## config.mk

```make
export PLATFORM = sky130hd
export DESIGN_NAME = bcd_vga_overlay_flat
export DESIGN_NICKNAME = d
export VERILOG_FILES = /design/src/rtl/bcd_vga_overlay_pkg.sv /design/src/rtl/bcd_vga_overlay_if.sv /design/src/rtl/bcd_vga_overlay_digit_font_rom.sv /design/src/rtl/bcd_vga_overlay.sv /design/src/flat_wrapper.sv
export SDC_FILE = /design/constraint.sdc
export NUM_CORES = 1
export LEC_CHECK = 0
export ABC_AREA = 1
export CAP_MARGIN = 0
export CORE_MARGIN = 2
export CORE_UTILIZATION = 51
export DETAILED_ROUTE_END_ITERATION = 8
export PLACE_DENSITY_LB_ADDON = 0.15
export SYNTH_ARGS = -nofsm -noshare
export SYNTH_HDL_FRONTEND = slang
export SYNTH_SLANG_ARGS = --single-unit
```

## constraint.sdc

```tcl
create_clock -name clk -period 2.8 [get_ports clk]
set_input_delay 0.28 -clock clk [delete_from_list [all_inputs] [get_ports clk]]
set_output_delay 0.28 -clock clk [all_outputs]
set_load 0.005 [all_outputs]
```

## src/rtl/bcd_vga_overlay_pkg.sv

```systemverilog
// Shared definitions for the BCD-on-VGA overlay: font, digit indices, widths.
package bcd_vga_pkg;

   localparam int RGB_W      = 24;
   localparam int GLYPH_BASE = 8;

   // Which of the three digit cells a pixel falls into.
   typedef enum logic [1:0] {
      DIG_HUNDREDS = 2'd0,
      DIG_TENS     = 2'd1,
      DIG_ONES     = 2'd2,
      DIG_NONE     = 2'd3
   } digit_idx_t;

   // 10 glyphs x 8 rows x 8 bits; row 0 in the top byte, bit 7 leftmost.
   localparam logic [63:0] FONT [0:9] = '{
      64'h3C666E7666663C00,  // 0
      64'h1838181818187E00,  // 1
      64'h3C66060C30607E00,  // 2
      64'h3C66061C06663C00,  // 3
      64'h0C1C2C4C7E0C0C00,  // 4
      64'h7E607C0606663C00,  // 5
      64'h3C66607C66663C00,  // 6
      64'h7E660C1818181800,  // 7
      64'h3C66663C66663C00,  // 8
      64'h3C66663E06663C00   // 9
   };

   // Whole glyph for a nibble; anything above 9 is blank.
   function automatic logic [63:0] font_glyph(input logic [3:0] digit);
      logic [63:0] g;
      g = 64'h0;
      for (int i = 0; i < 10; i++) begin
         if (digit == 4'(i)) g = FONT[i];
      end
      return g;
   endfunction

endpackage

```

## src/rtl/bcd_vga_overlay_if.sv

```systemverilog
// Pixel stream in/out of the overlay. The pixel stream has no back-pressure:
// a pixel is transferred on every clock where pix_valid=1 (there is no ready),
// and out_valid marks the matching composited pixel exactly two clocks later.
interface bcd_vga_overlay_if;
   logic        pix_valid;
   logic [9:0]  pix_x;
   logic [9:0]  pix_y;
   logic [23:0] rgb_in;
   logic        out_valid;
   logic [23:0] out_rgb;

   // Coordinate generator / DAC side.
   modport master (output pix_valid, pix_x, pix_y, rgb_in,
                   input  out_valid, out_rgb);
   // Overlay side.
   modport slave  (input  pix_valid, pix_x, pix_y, rgb_in,
                   output out_valid, out_rgb);
endinterface

```

## src/rtl/bcd_vga_overlay_digit_font_rom.sv

```systemverilog
// Combinational 8x8 font row lookup; digits above 9 return an empty row.
module digit_font_rom
   import bcd_vga_pkg::*;
(
   input  logic [3:0] digit,
   input  logic [2:0] row,
   output logic [7:0] bits
);

   logic [63:0] glyph;

   // Pick the glyph, then the row; ~row maps row 0 onto the top byte.
   always_comb begin
      glyph = font_glyph(digit);
      bits  = glyph[{~row, 3'b000} +: 8];
   end

endmodule

```

## src/rtl/bcd_vga_overlay.sv

```systemverilog
// Draws a latched 3-digit BCD value as scaled 8x8 glyphs over a pixel stream.
// Fixed 2-cycle pipeline, no stalls. Optional leading-zero blanking is
// enabled by defining BCD_LZB_EN.
module bcd_vga_overlay
   import bcd_vga_pkg::*;
#(
   parameter int               X0         = 16,
   parameter int               Y0         = 16,
   parameter int               SCALE_LOG2 = 1,
   parameter logic [RGB_W-1:0] FG_RGB     = 24'hFFFFFF
)(
   input  logic              clk,
   input  logic              reset_n,
   input  logic [11:0]       bcd_in,
   input  logic              frame_start,
   bcd_vga_overlay_if.slave  bus
);

   localparam int          G     = GLYPH_BASE << SCALE_LOG2;
   localparam logic [10:0] G_1   = 11'(G);
   localparam logic [10:0] G_2   = 11'(2 * G);
   localparam logic [10:0] G_3   = 11'(3 * G);

   logic [11:0]      bcd_latched;

   // Stage-1 combinational decode
   logic [10:0]      dx, dy;
   logic             in_box;
   digit_idx_t       digit;
   logic [3:0]       nibble;
   logic             blank;

   // Stage-1 registers
   logic             s1_valid;
   logic             s1_lit_en;
   logic [3:0]       s1_nibble;
   logic [2:0]       s1_row;
   logic [2:0]       s1_col;
   logic [RGB_W-1:0] s1_rgb;

   logic [7:0]       font_bits;

   // Hold the displayed value for a whole frame so digits never tear.
   always_ff @(posedge clk or negedge reset_n) begin
      if (!reset_n)         bcd_latched <= 12'h000;
      else if (frame_start) bcd_latched <= bcd_in;
   end

   // Box test with 11-bit offsets: a negative offset (bit 10) is outside.
   always_comb begin
      dx     = {1'b0, bus.pix_x} - 11'(X0);
      dy     = {1'b0, bus.pix_y} - 11'(Y0);
      in_box = !dx[10] && !dy[10] && (dx < G_3) && (dy < G_1);
      if (dx < G_1)      digit = DIG_HUNDREDS;
      else if (dx < G_2) digit = DIG_TENS;
      else               digit = DIG_ONES;
      case (digit)
         DIG_HUNDREDS: nibble = bcd_latched[11:8];
         DIG_TENS:     nibble = bcd_latched[7:4];
         default:      nibble = bcd_latched[3:0];
      endcase
`ifdef BCD_LZB_EN
      case (digit)
         DIG_HUNDREDS: blank = (bcd_latched[11:8] == 4'd0);
         DIG_TENS:     blank = (bcd_latched[11:4] == 8'd0);
         default:      blank = 1'b0;
      endcase
`else
      blank = 1'b0;
`endif
   end

   // Stage 1: register the decoded cell position alongside the background.
   always_ff @(posedge clk or negedge reset_n) begin
      if (!reset_n) begin
         s1_valid  <= 1'b0;
         s1_lit_en <= 1'b0;
         s1_nibble <= 4'h0;
         s1_row    <= 3'd0;
         s1_col    <= 3'd0;
         s1_rgb    <= '0;
      end else begin
         s1_valid  <= bus.pix_valid;
         s1_lit_en <= in_box && !blank;
         s1_nibble <= nibble;
         s1_row    <= dy[SCALE_LOG2 + 2 -: 3];
         s1_col    <= dx[SCALE_LOG2 + 2 -: 3];
         s1_rgb    <= bus.rgb_in;
      end
   end

   digit_font_rom u_rom (
      .digit (s1_nibble),
      .row   (s1_row),
      .bits  (font_bits)
   );

   // Stage 2: composite; column 0 is bit 7 of the font row.
   always_ff @(posedge clk or negedge reset_n) begin
      if (!reset_n) begin
         bus.out_valid <= 1'b0;
         bus.out_rgb   <= '0;
      end else begin
         bus.out_valid <= s1_valid;
         bus.out_rgb   <= (s1_lit_en && font_bits[~s1_col]) ? FG_RGB : s1_rgb;
      end
   end

endmodule

```

## src/flat_wrapper.sv

```systemverilog
// flat-port wrapper written by rule: the top's interface ports become plain ports
module bcd_vga_overlay_flat import bcd_vga_pkg::*;
#(
   parameter int               X0         = 16,
   parameter int               Y0         = 16,
   parameter int               SCALE_LOG2 = 1,
   parameter logic [RGB_W-1:0] FG_RGB     = 24'hFFFFFF
)
  (clk, reset_n, bcd_in, frame_start, bus_pix_valid, bus_pix_x, bus_pix_y, bus_rgb_in, bus_out_valid, bus_out_rgb);
  bcd_vga_overlay_if bus_i ();
  input  logic clk;
  input  logic reset_n;
  input  logic [11:0] bcd_in;
  input  logic frame_start;
  input wire logic [$bits(bus_i.pix_valid)-1:0] bus_pix_valid;
  input wire logic [$bits(bus_i.pix_x)-1:0] bus_pix_x;
  input wire logic [$bits(bus_i.pix_y)-1:0] bus_pix_y;
  input wire logic [$bits(bus_i.rgb_in)-1:0] bus_rgb_in;
  output wire logic [$bits(bus_i.out_valid)-1:0] bus_out_valid;
  output wire logic [$bits(bus_i.out_rgb)-1:0] bus_out_rgb;
  assign bus_i.pix_valid = bus_pix_valid;
  assign bus_i.pix_x = bus_pix_x;
  assign bus_i.pix_y = bus_pix_y;
  assign bus_i.rgb_in = bus_rgb_in;
  assign bus_out_valid = bus_i.out_valid;
  assign bus_out_rgb = bus_i.out_rgb;
  bcd_vga_overlay #(.X0(X0), .Y0(Y0), .SCALE_LOG2(SCALE_LOG2), .FG_RGB(FG_RGB)) u_core (.clk(clk), .reset_n(reset_n), .bcd_in(bcd_in), .frame_start(frame_start), .bus(bus_i));
endmodule
```

==> metrics.yaml <==
outcome: "finished, final reports clean"
vias_per_cell: 4.93
grt_pass1_wl_um: 10600
final_nets: 493
hold_viol: 0
via_count: 2517
worst_slew_pin_slew_ns: 0.642
cp_max_fo: 24
firstDrtPassIters: 4
syn_area_per_cell_um2: 9.06
hold_end: "u_core.bus.out_valid$_DFF_PN0_"
syn2layout_area_growth_pct: 34.8
grt_overflow: 0
row_count: 28
path_buf_inv: 1
gp_congestion: 0.907
dieHeight_um: 81.9
setup.worst_path.start: "u_core.s1_nibble[3]$_DFF_PN0_"
synth.ff_latch_count: 73
setup_viol: 0
start_util_pct: 52.6
final_common_cell: "nand2_1"
total_power_w: 0.00228
cp-end-kind: "flop"
grt_start_max_net_pins: 47
synth_cells: 342
tritoncts: "yes"
slowest_delay_ns: 0.47
wl_per_cell_um: 12.7
final_cell_mix: "112 x nand2_1, 81 x clkdlybuf4s50_1, 73 x dfrtp_1, 46 x inv_1, 26 x nor2_1"
synth_area_mm2: 0.00310
io_buffer_count: 82
n_antenna_cell: 0
grt_pass1_vias: 2366
yosysSeqAreaShare_pct: 59.0
holdPathStages: 0
cts_resized: 0
power_per_cell_area_mw_per_mm2: 546
place_hpwl_um: 4850
cts-root-buf: "clkbuf_8"
dieArea_mm2: 0.00671
postRouteAntennaNets: 0
cpLargestDelayFamily: "simple AND/OR/NAND/NOR gates"
die_w_um: 81.9
whs_ns: 0.364
clock_sinks: 73
cts_buffer_depth: 2
clock_latency_ns: 0.34
h-tree-depth: 3
syn_nets: 404
power_leakage_nw: 2.07
rsz0062_at_grt: "false"
maxCapViolCount: 0
finalWirelength_um: 6500
cts_inserted_buffers: 9
drt_drc_violations_left: 0
worstSetupStartpointType: "flop"
slew_headroom_pct: 57.2
cp_common_cell: "nand2_1"
period_needed_ns: 2.31
antenna_found_initial: 0
reg2reg_depth: 15
post-route-period-util_pct: 82.4
crit_chain: "inv_1 -> nand2_1 -> nor2_1 -> nor2_1 -> nand3_1 -> nand2_1 -> nand2_1 -> nand2_1 -> nand2_1 -> nand3_1 -> nand2_1 -> nand2_1 -> nand2_1 -> nand3_4 -> nand2_1"
ios: 85
fmax_ghz: 0.433
reg2reg_slack_ns: 0.49
coreArea_mm2: 0.00589
drive_above_1_share_pct: 7.57
place_inst: 494
fin_tns_setup_ns: 0
initialDrtViolationCount: 144
yosysWarnings: 0
drv_slew: 0
final.setup_skew_ns: 0.00877
arrival_ns: 2.57
critPathSlowestCell: "dfrtp_1"
critPathRequiredTime_ns: 3.06
min_from: "u_core.s1_valid$_DFF_PN0_"
cts.clk_slew.worst_paths_ns: 0.08
setup.worst_path.class: "flop to flop"
stdcell_count: 511
synth_cell_types: 26
track_usage_pct: 21.0
r2r_start: "u_core.s1_nibble[3]$_DFF_PN0_"
r2r-end: "u_core.bus.out_rgb[4]$_DFF_PN0_"
hold_class: "flop to flop"
vdd_drop_max_uv: 563
[synthesized netlist by cell type]
cell type  count  share of area (%)
nor3_1         6               0.97
buf_4          1               0.24
clkbuf_1       3               0.36
nand2_1      112                 14
ha_1           2               0.81
mux2_2        12                4.4
nand4_1        4               0.81
xor2_1         1               0.28
xnor2_1        1               0.28
o22ai_1        2               0.40
o21ai_1        1               0.16
nand2_4        1               0.36
nand3_4        1               0.57
dfrtp_1       73                 59
nor4_1         1               0.20
clkbuf_8       2               0.89
a31oi_1        1               0.20
nand3_1       23                3.7
nor2_1        26                3.2
buf_1          1               0.12
o211ai_1       4               0.97
o21a_1         1               0.24
nand2_2        1               0.20
a21oi_1        5               0.81
o21ai_0       11                1.8
inv_1         46                5.6
[sequential cells by signal, indices dropped and copies added, names as in the netlist, 3 cells and up]
signal              cells
u_core.s1_rgb          24
u_core.bus.out_rgb     24
u_core.s1_col           3
u_core.bcd_latched     12
u_core.s1_row           3
u_core.s1_nibble        4
[per-stage QoR]
stage,area [um^2],utilization (%),setup slack [ns]
final,4180,70.9,0.493
after floorplan,3100,-,0.957
after detailed placement,3990,67.7,0.479
after global placement,3990,67.7,0.500
after global routing,4180,70.9,0.111
after CTS,4180,70.9,0.482
[routing by layer]
metal,global-route usage (%),share of wire (%),vias to the layer above
met5,0,0,-
met3,7.14,5.8,17
met2,34.2,50,89
met4,7.50,1.9,0
li1,-,-,1253
met1,26.2,42,1158
[logic make-up (layout without fill, tap and decap cells)]
group                      after synthesis  in the layout  share of synthesized area (%)
AOI/OAI and AO/OA                       25             25                           4.56
xor gates and xnor gates                 2              2                          0.566
adders and majority gates                2              2                          0.808
buffers and inverters                   53            147                           7.19
DFF                                     73             73                           59.0
muxes                                   12             12                           4.36
and+or+nand+nor                        175            175                           23.5
[worst max-delay path by stage]
| stage | to | slack (ns) | depth (start not counted) |
|---|---|---|---|
| after detailed placement | u_core.s1_nibble[1]$_DFF_PN0_ | 0.48 | 10 |
| after global placement | u_core.bus.out_rgb[0]$_DFF_PN0_ | 0.50 | 13 |
| after floorplan | u_core.bus.out_rgb[10]$_DFF_PN0_ | 0.96 | 15 |
| final | u_core.bus.out_rgb[4]$_DFF_PN0_ | 0.49 | 15 |
| after CTS | u_core.bus.out_rgb[4]$_DFF_PN0_ | 0.48 | 13 |
| after global routing | u_core.bus.out_rgb[6]$_DFF_PN0_ | 0.11 | 14 |
[repair_timing]
item / in CTS / in global routing
endpoints found under the hold margin: 27 / 0
setup buffers: 0 / 0
hold buffers: 1 / 0
[power breakdown]
| group | total [W] | switching, W | internal, W |
|---|---|---|---|
| Clock | 0.000727 | 0.000393 | 0.000333 |
| Sequential | 0.00116 | 0.0000387 | 0.00112 |
| Combinational | 0.000394 | 0.000199 | 0.000195 |
| Total | 0.00228 | 0.000631 | 0.00165 |
[cell type report]
cell class	count	area (um^2)
Clock buffer	10	128
Clock inverter	6	52.6
Fill cell	458	1710
Inverter	46	173
Multi-Input combinational cell	216	1050
Sequential cell	73	1830
Tap cell	75	93.8
Timing Repair Buffer	85	853
Power figures use the tool's default switching activity.
